## config.mk

```make
export PLATFORM = sky130hd
export DESIGN_NAME = muldiv_ctrl_flat
export DESIGN_NICKNAME = d
export VERILOG_FILES = /design/src/rtl/muldiv_ctrl_if.sv /design/src/rtl/muldiv_ctrl.sv /design/src/flat_wrapper.sv
export SDC_FILE = /design/constraint.sdc
export NUM_CORES = 1
export LEC_CHECK = 0
export ABC_AREA = 1
export BUFFER_PORTS_ARGS = -buffer_cell sky130_fd_sc_hd__buf_4
export CORE_AREA = 2 2 131 133
export CTS_CLUSTER_DIAMETER = 150
export CTS_CLUSTER_SIZE = 14
export DETAILED_ROUTE_END_ITERATION = 7
export DIE_AREA = 0 0 133 135
export GPL_ROUTABILITY_DRIVEN = 0
export PLACE_DENSITY = 0.69
export RECOVER_POWER = 25
export SYNTH_ARGS = -nofsm -noshare
export SYNTH_HDL_FRONTEND = slang
export SYNTH_SLANG_ARGS = --single-unit
```

## constraint.sdc

```tcl
create_clock -name clk -period 6.15 [get_ports clk]
set_clock_uncertainty 0.2 [all_clocks]
set_input_delay 0.615 -clock clk [delete_from_list [all_inputs] [get_ports clk]]
set_output_delay 0.615 -clock clk [all_outputs]
set_load 0.05 [all_outputs]
```

## src/rtl/muldiv_ctrl_if.sv

```systemverilog
// ---------------------------------------------------------------------------
// muldiv_ctrl_if
// Bundles the issue, multiplier, divider and result signals of the EX-stage
// multiply/divide controller.
//   Decode side : start, op, src_a, src_b, flush  (to controller)
//                 busy, done, result              (from controller)
//   Multiplier  : a_q, b_q, mul_ce, mul_sign      (from controller)
//                 mul_p                           (to controller)
//   Divider     : a_q, b_q, div_valid, div_sign, div_abort (from controller)
//                 div_ready, div_result           (to controller)
// Modports:
//   master : environment view (decode, multiplier and divider together)
//   slave  : controller view
// ---------------------------------------------------------------------------
interface muldiv_ctrl_if;
  logic        start;
  logic [1:0]  op;
  logic [31:0] src_a;
  logic [31:0] src_b;
  logic        flush;
  logic [31:0] a_q;
  logic [31:0] b_q;
  logic        mul_ce;
  logic        mul_sign;
  logic [63:0] mul_p;
  logic        div_valid;
  logic        div_sign;
  logic        div_abort;
  logic        div_ready;
  logic [63:0] div_result;
  logic        busy;
  logic        done;
  logic [63:0] result;

  modport master (
    output start, op, src_a, src_b, flush, mul_p, div_ready, div_result,
    input  a_q, b_q, mul_ce, mul_sign, div_valid, div_sign, div_abort,
           busy, done, result
  );

  modport slave (
    input  start, op, src_a, src_b, flush, mul_p, div_ready, div_result,
    output a_q, b_q, mul_ce, mul_sign, div_valid, div_sign, div_abort,
           busy, done, result
  );
endinterface

```

## src/rtl/muldiv_ctrl.sv

```systemverilog
// ---------------------------------------------------------------------------
// muldiv_ctrl
// Sequencing controller for the EX-stage multiply/divide resources. Accepts
// one MULT/MULTU/DIV/DIVU at a time, latches the operands, drives the
// pipelined multiplier clock enable or the divider start/abort handshake,
// stalls EX while in flight and returns {HI,LO} with a one-cycle done pulse.
// Flushes abort an in-flight operation without producing a result.
//
// Parameters:
//   MULT_LAT : CE-enabled clocks the multiplier needs before P is valid (1..15)
// Ports:
//   clk      : clock, all state on rising edge
//   rst      : asynchronous active-high reset
//   bus      : muldiv_ctrl_if.slave (issue, multiplier, divider, result)
//
// Build option:
//   MULDIV_DIV0_BYPASS_EN : when defined, a divide by zero skips the divider
//                           and completes after one cycle with
//                           {dividend, 32'hFFFF_FFFF}.
// ---------------------------------------------------------------------------
module muldiv_ctrl #(
  parameter int unsigned MULT_LAT = 6
) (
  input  logic          clk,
  input  logic          rst,
  muldiv_ctrl_if.slave  bus
);

  localparam int unsigned CNT_W   = 4;
  localparam int unsigned STATE_W = 3;
  localparam int unsigned DATA_W  = 32;
  localparam int unsigned RES_W   = 64;

  localparam logic [CNT_W-1:0] LAT_C = CNT_W'(MULT_LAT);

  localparam logic [STATE_W-1:0] S_IDLE = 3'd0;
  localparam logic [STATE_W-1:0] S_MULT = 3'd1;
  localparam logic [STATE_W-1:0] S_DIV  = 3'd2;
  localparam logic [STATE_W-1:0] S_DONE = 3'd3;
  localparam logic [STATE_W-1:0] S_DIV0 = 3'd4;

  // State and datapath registers
  logic [STATE_W-1:0] r_state;
  logic [CNT_W-1:0]   r_cnt;
  logic [DATA_W-1:0]  r_a_q;
  logic [DATA_W-1:0]  r_b_q;
  logic [RES_W-1:0]   r_result;
  logic               r_sign;
  logic               r_busy;
  logic               r_done;
  logic               r_div_valid;
  logic               r_div_abort;

  // Next-state values
  logic [STATE_W-1:0] w_state_nxt;
  logic [CNT_W-1:0]   w_cnt_nxt;
  logic [DATA_W-1:0]  w_a_nxt;
  logic [DATA_W-1:0]  w_b_nxt;
  logic [RES_W-1:0]   w_result_nxt;
  logic               w_sign_nxt;
  logic               w_busy_nxt;
  logic               w_div_valid_nxt;
  logic               w_div_abort_nxt;
  logic               w_accept;

  // A new operation may only be taken from IDLE or from the DONE cycle
  assign w_accept = bus.start && !bus.flush &&
                    ((r_state == S_IDLE) || (r_state == S_DONE));

  // Next-state and registered-output decode
  always_comb begin
    w_state_nxt     = r_state;
    w_cnt_nxt       = r_cnt;
    w_a_nxt         = r_a_q;
    w_b_nxt         = r_b_q;
    w_result_nxt    = r_result;
    w_sign_nxt      = r_sign;
    w_div_valid_nxt = 1'b0;
    w_div_abort_nxt = 1'b0;

    case (r_state)
      S_IDLE, S_DONE: begin
        if (r_state == S_DONE) begin
          w_state_nxt = S_IDLE;
        end
        if (w_accept) begin
          w_a_nxt    = bus.src_a;
          w_b_nxt    = bus.src_b;
          w_sign_nxt = ~bus.op[0];
          w_cnt_nxt  = '0;
          if (!bus.op[1]) begin
            w_state_nxt = S_MULT;
          end else begin
`ifdef MULDIV_DIV0_BYPASS_EN
            if (bus.src_b == '0) begin
              w_state_nxt = S_DIV0;
            end else begin
              w_state_nxt     = S_DIV;
              w_div_valid_nxt = 1'b1;
            end
`else
            w_state_nxt     = S_DIV;
            w_div_valid_nxt = 1'b1;
`endif
          end
        end
      end

      S_MULT: begin
        if (bus.flush) begin
          w_state_nxt = S_IDLE;
        end else if (r_cnt == LAT_C) begin
          w_result_nxt = bus.mul_p;
          w_state_nxt  = S_DONE;
        end else begin
          w_cnt_nxt = r_cnt + CNT_W'(1);
        end
      end

      S_DIV: begin
        // cnt==0 marks the launch cycle; ready is only trusted afterwards
        if (bus.flush) begin
          w_state_nxt     = S_IDLE;
          w_div_abort_nxt = 1'b1;
        end else if (r_cnt == '0) begin
          w_cnt_nxt = CNT_W'(1);
        end else if (bus.div_ready) begin
          w_result_nxt = bus.div_result;
          w_state_nxt  = S_DONE;
        end
      end

      S_DIV0: begin
        if (bus.flush) begin
          w_state_nxt = S_IDLE;
        end else begin
          w_result_nxt = {r_a_q, 32'hFFFF_FFFF};
          w_state_nxt  = S_DONE;
        end
      end

      default: begin
        w_state_nxt = S_IDLE;
      end
    endcase

    w_busy_nxt = (w_state_nxt == S_MULT) || (w_state_nxt == S_DIV) ||
                 (w_state_nxt == S_DIV0);
  end

  // State register
  always_ff @(posedge clk or posedge rst) begin
    if (rst) begin
      r_state     <= S_IDLE;
      r_cnt       <= '0;
      r_a_q       <= '0;
      r_b_q       <= '0;
      r_result    <= '0;
      r_sign      <= 1'b0;
      r_busy      <= 1'b0;
      r_done      <= 1'b0;
      r_div_valid <= 1'b0;
      r_div_abort <= 1'b0;
    end else begin
      r_state     <= w_state_nxt;
      r_cnt       <= w_cnt_nxt;
      r_a_q       <= w_a_nxt;
      r_b_q       <= w_b_nxt;
      r_result    <= w_result_nxt;
      r_sign      <= w_sign_nxt;
      r_busy      <= w_busy_nxt;
      r_done      <= (w_state_nxt == S_DONE);
      r_div_valid <= w_div_valid_nxt;
      r_div_abort <= w_div_abort_nxt;
    end
  end

  // Multiplier enable drops in the same cycle a flush arrives
  assign bus.mul_ce    = (r_state == S_MULT) && (r_cnt < LAT_C) && !bus.flush;

  assign bus.a_q       = r_a_q;
  assign bus.b_q       = r_b_q;
  assign bus.mul_sign  = r_sign;
  assign bus.div_sign  = r_sign;
  assign bus.div_valid = r_div_valid;
  assign bus.div_abort = r_div_abort;
  assign bus.busy      = r_busy;
  assign bus.done      = r_done;
  assign bus.result    = r_result;

endmodule

```

## src/flat_wrapper.sv

```systemverilog
// flat-port wrapper written by rule: the top's interface ports become plain ports
module muldiv_ctrl_flat 
#(
  parameter int unsigned MULT_LAT = 6
)
  (clk, rst, bus_start, bus_op, bus_src_a, bus_src_b, bus_flush, bus_mul_p, bus_div_ready, bus_div_result, bus_a_q, bus_b_q, bus_mul_ce, bus_mul_sign, bus_div_valid, bus_div_sign, bus_div_abort, bus_busy, bus_done, bus_result);
  muldiv_ctrl_if bus_i ();
  input  logic clk;
  input  logic rst;
  input wire logic [$bits(bus_i.start)-1:0] bus_start;
  input wire logic [$bits(bus_i.op)-1:0] bus_op;
  input wire logic [$bits(bus_i.src_a)-1:0] bus_src_a;
  input wire logic [$bits(bus_i.src_b)-1:0] bus_src_b;
  input wire logic [$bits(bus_i.flush)-1:0] bus_flush;
  input wire logic [$bits(bus_i.mul_p)-1:0] bus_mul_p;
  input wire logic [$bits(bus_i.div_ready)-1:0] bus_div_ready;
  input wire logic [$bits(bus_i.div_result)-1:0] bus_div_result;
  output wire logic [$bits(bus_i.a_q)-1:0] bus_a_q;
  output wire logic [$bits(bus_i.b_q)-1:0] bus_b_q;
  output wire logic [$bits(bus_i.mul_ce)-1:0] bus_mul_ce;
  output wire logic [$bits(bus_i.mul_sign)-1:0] bus_mul_sign;
  output wire logic [$bits(bus_i.div_valid)-1:0] bus_div_valid;
  output wire logic [$bits(bus_i.div_sign)-1:0] bus_div_sign;
  output wire logic [$bits(bus_i.div_abort)-1:0] bus_div_abort;
  output wire logic [$bits(bus_i.busy)-1:0] bus_busy;
  output wire logic [$bits(bus_i.done)-1:0] bus_done;
  output wire logic [$bits(bus_i.result)-1:0] bus_result;
  assign bus_i.start = bus_start;
  assign bus_i.op = bus_op;
  assign bus_i.src_a = bus_src_a;
  assign bus_i.src_b = bus_src_b;
  assign bus_i.flush = bus_flush;
  assign bus_i.mul_p = bus_mul_p;
  assign bus_i.div_ready = bus_div_ready;
  assign bus_i.div_result = bus_div_result;
  assign bus_a_q = bus_i.a_q;
  assign bus_b_q = bus_i.b_q;
  assign bus_mul_ce = bus_i.mul_ce;
  assign bus_mul_sign = bus_i.mul_sign;
  assign bus_div_valid = bus_i.div_valid;
  assign bus_div_sign = bus_i.div_sign;
  assign bus_div_abort = bus_i.div_abort;
  assign bus_busy = bus_i.busy;
  assign bus_done = bus_i.done;
  assign bus_result = bus_i.result;
  muldiv_ctrl #(.MULT_LAT(MULT_LAT)) u_core (.clk(clk), .rst(rst), .bus(bus_i));
endmodule
```

==> impl_metrics.tcl <==
set metrics [dict create \
    insertion_delay_ps 420 \
    grt_usage 0.233 \
    worstSetupEndpointType "async pin" \
    cp-start-kind "primary input" \
    p_leak_nw 5.15 \
    top_usage_layer "met2" \
    synth_seq_area_share 0.531 \
    use_met3 0.0800 \
    antenna_cells 0 \
    cts_tree "yes" \
    synth_fa_ha_area_frac 0.00568 \
    failed_checks "max-capacitance violations, max-slew violations" \
    drtIter0Drc 230 \
    power_density_mw_per_mm2 448 \
    drc_errors 0 \
    cts_resized 0 \
    synth_top_family_by_area "simple AND/OR/NAND/NOR gates" \
    yosysMostFrequentCell "nand2_1" \
    synth-seq-cells 140 \
    min_path_type "in2reg" \
    slew-limit-headroom -1.66 \
    power_frac_clock 0.219 \
    use_met1 0.260 \
    clk_pin_slew_ps 60 \
    coreArea_mm2 0.0164 \
    grt_max_degree 91 \
    pwr-share-seq 0.314 \
    switching_share 0.457 \
    initial_utilization 0.403 \
    ant_nets 0 \
    netlist_top_cells_area "dfrtp_1 (53%), nand2_1 (19%), mux2_2 (11%), nand3_1 (10%), buf_4 (1.9%)" \
    syn_avg_cell_area_um2 8.75 \
    ir_worst_vdd_mv 0.253 \
    synth_common_cells "nand2_1 (329), dfrtp_1 (140), nand3_1 (137), mux2_2 (64), buf_4 (17)" \
    avgViaCountPerCell 4.80 \
    num_rows 47 \
    yosys.area_share.xor_xnor 0.00133 \
    post-route-period-util 0.571 \
    hold_buffers 0 \
    critical_path_class "in2async" \
    ys_warn_count 0 \
    die_h_um 135 \
    status "complete, but fails checks" \
    grt_pass1_vias 6490 \
    synth_edf_count 0 \
    cell_internal_pwr_mw 2.36 \
    nets 1270 \
    drt-total-wl_um 20600 \
    num_vias 6249 \
    dp_hpwl_um 14600 \
    dieWidth_um 133 \
    clk_path_buf_depth 2 \
    cts_setup_buffers 0 \
    timing.final.setup_violations 0 \
    grt_overflow 0 \
    synth_area_mm2 0.00660 \
    comb_power_share 0.466 \
    synth.largest_area_cell "dfrtp_1" \
    fin_crit_ps 3510 \
    p_sw_mw 1.98 \
    worstPathRequired_ps 6440 \
    rsz0062_at_grt "false" \
    utilization 0.591 \
    synth_compound_area_frac 0.00417 \
    synth_cells 755 \
    cp_max_fo 90 \
    synth_top_area_frac 0.531 \
    use_met2 0.415 \
    firstDrtPassIters 4 \
    tightest_slew_ps 3970 \
    clkSinkCount 140 \
    fmax_mhz 285 \
    maxCapViolations 1 \
    numCtsBuffers 17 \
    worstPathArrival_ps 3800 \
    hold_viol 0 \
    maxSlewViolCount 91 \
    ys_types 20 \
    drive_gt1_frac 0.401 \
    htreeDepth 4 \
    syn2layout_area_growth_pct 46.8 \
    synthArstFlopShare 1.00 \
    cts_root_buf "clkbuf_16" \
    synth-main-ff-cell "dfrtp_1" \
    portBuffers 333 \
    synthSimpleGateAreaFrac 0.299 \
    postSynthNetCount 957 \
    io_pins 334 \
    setup_tns_ps 0 \
    dieArea_mm2 0.0180 \
    synth_mux_area_frac 0.109 \
    grt_pass1_wl_um 32800 \
    wl_per_cell_um 15.8 \
    grt_antenna_before_repair 0 \
]
## final cells by class
cell class | instances | area (µm²)
Fill cell | 1511 | 6710
Sequential cell | 140 | 3500
Multi-Input combinational cell | 552 | 2790
Timing Repair Buffer | 342 | 2510
Clock buffer | 21 | 470
Tap cell | 220 | 275
Clock inverter | 11 | 86.3
Inverter | 15 | 57.6
## sequential cells by signal (all words and copies together) (netlist names)
register and cells:
u_core.r_state 3, u_core.bus.div_abort 1, u_core.bus.a_q 32, u_core.bus.result 64, u_core.bus.busy 1, u_core.bus.div_valid 1, u_core.r_cnt 4, u_core.bus.b_q 32
u_core.bus.div_sign 1, u_core.bus.done 1
## logic make-up after synthesis
| kind of cell | Yosys count |
|---|---|
| and+or+nand+nor | 478 |
| adders and majority gates | 3 |
| xor gates and xnor gates | 1 |
| DFF | 140 |
| AOI/OAI and AO/OA | 5 |
| buffers and inverters | 63 |
| other | 1 |
| muxes | 64 |
## per-stage QoR
step / total power [mW] / cell area (µm²) / cells / hold slack (ps) / setup slack (ps)
6_report: 4.34 / 9690 / 1301 / 198 / 2640
5_1_grt: 4.55 / 9690 / 1301 / 189 / 1910
4_1_cts: 4.40 / 9750 / 1301 / 179 / 3410
3_5_place_dp: 3.44 / 9190 / 1269 / 259 / 3430
3_3_place_gp: 3.41 / 9190 / 1269 / 256 / 3520
2_1_floorplan: 2.73 / 6600 / 755 / 307 / 1580
## power by group through the flow
| stage | sequential, mW | clock (mW) | combinational [mW] |
|---|---|---|---|
| 3_5_place_dp | 1.38 | 0 | 2.06 |
| 5_1_grt | 1.40 | 1.01 | 2.13 |
| 4_1_cts | 1.36 | 0.975 | 2.06 |
| 3_3_place_gp | 1.36 | 0 | 2.05 |
| 2_1_floorplan | 2.31 | 0 | 0.419 |
| 6_report | 1.36 | 0.952 | 2.02 |
## routing by layer
metal	vias to the layer above	part of all wire
li1	3078	-
met1	2909	0.39
met2	231	0.51
met3	31	0.079
met4	0	0.024
met5	-	0
## cells in the final DEF (no fill, tap or decap), types with 5 or more instances in the layout
master,synthesis,final
inv_2,6,6
mux2_2,64,64
nand2_1,329,326
inv_1,9,8
dfrtp_1,140,140
nor2_1,9,9
clkbuf_16,0,17
clkbuf_1,14,15
nand3_1,137,137
clkinvlp_4,0,5
buf_4,17,327
## critical path, cell delays in order
cell and delay (ps):
clkbuf_4 110, clkinvlp_2 2200, buf_4 820
## worst paths after layout
check / depth (start not counted) / slack (ps) / start / end
worst max-delay path: 3 / 2640 / rst / u_core.bus.result[32]
worst min-delay path: 2 / 200 / bus_op[0] / u_core.bus.div_sign
worst max register to register: 12 / 3450 / u_core.r_state[0] / u_core.bus.result[36]
worst min register to register: 2 / 260 / u_core.bus.result[37] / u_core.bus.result[37]
max in group clk: 12 / 3450 / u_core.r_state[0] / u_core.bus.result[36]
min in group asynchronous: 2 / 1190 / rst / u_core.bus.b_q[1]
Note: power is estimated with default switching activity, not from simulation.
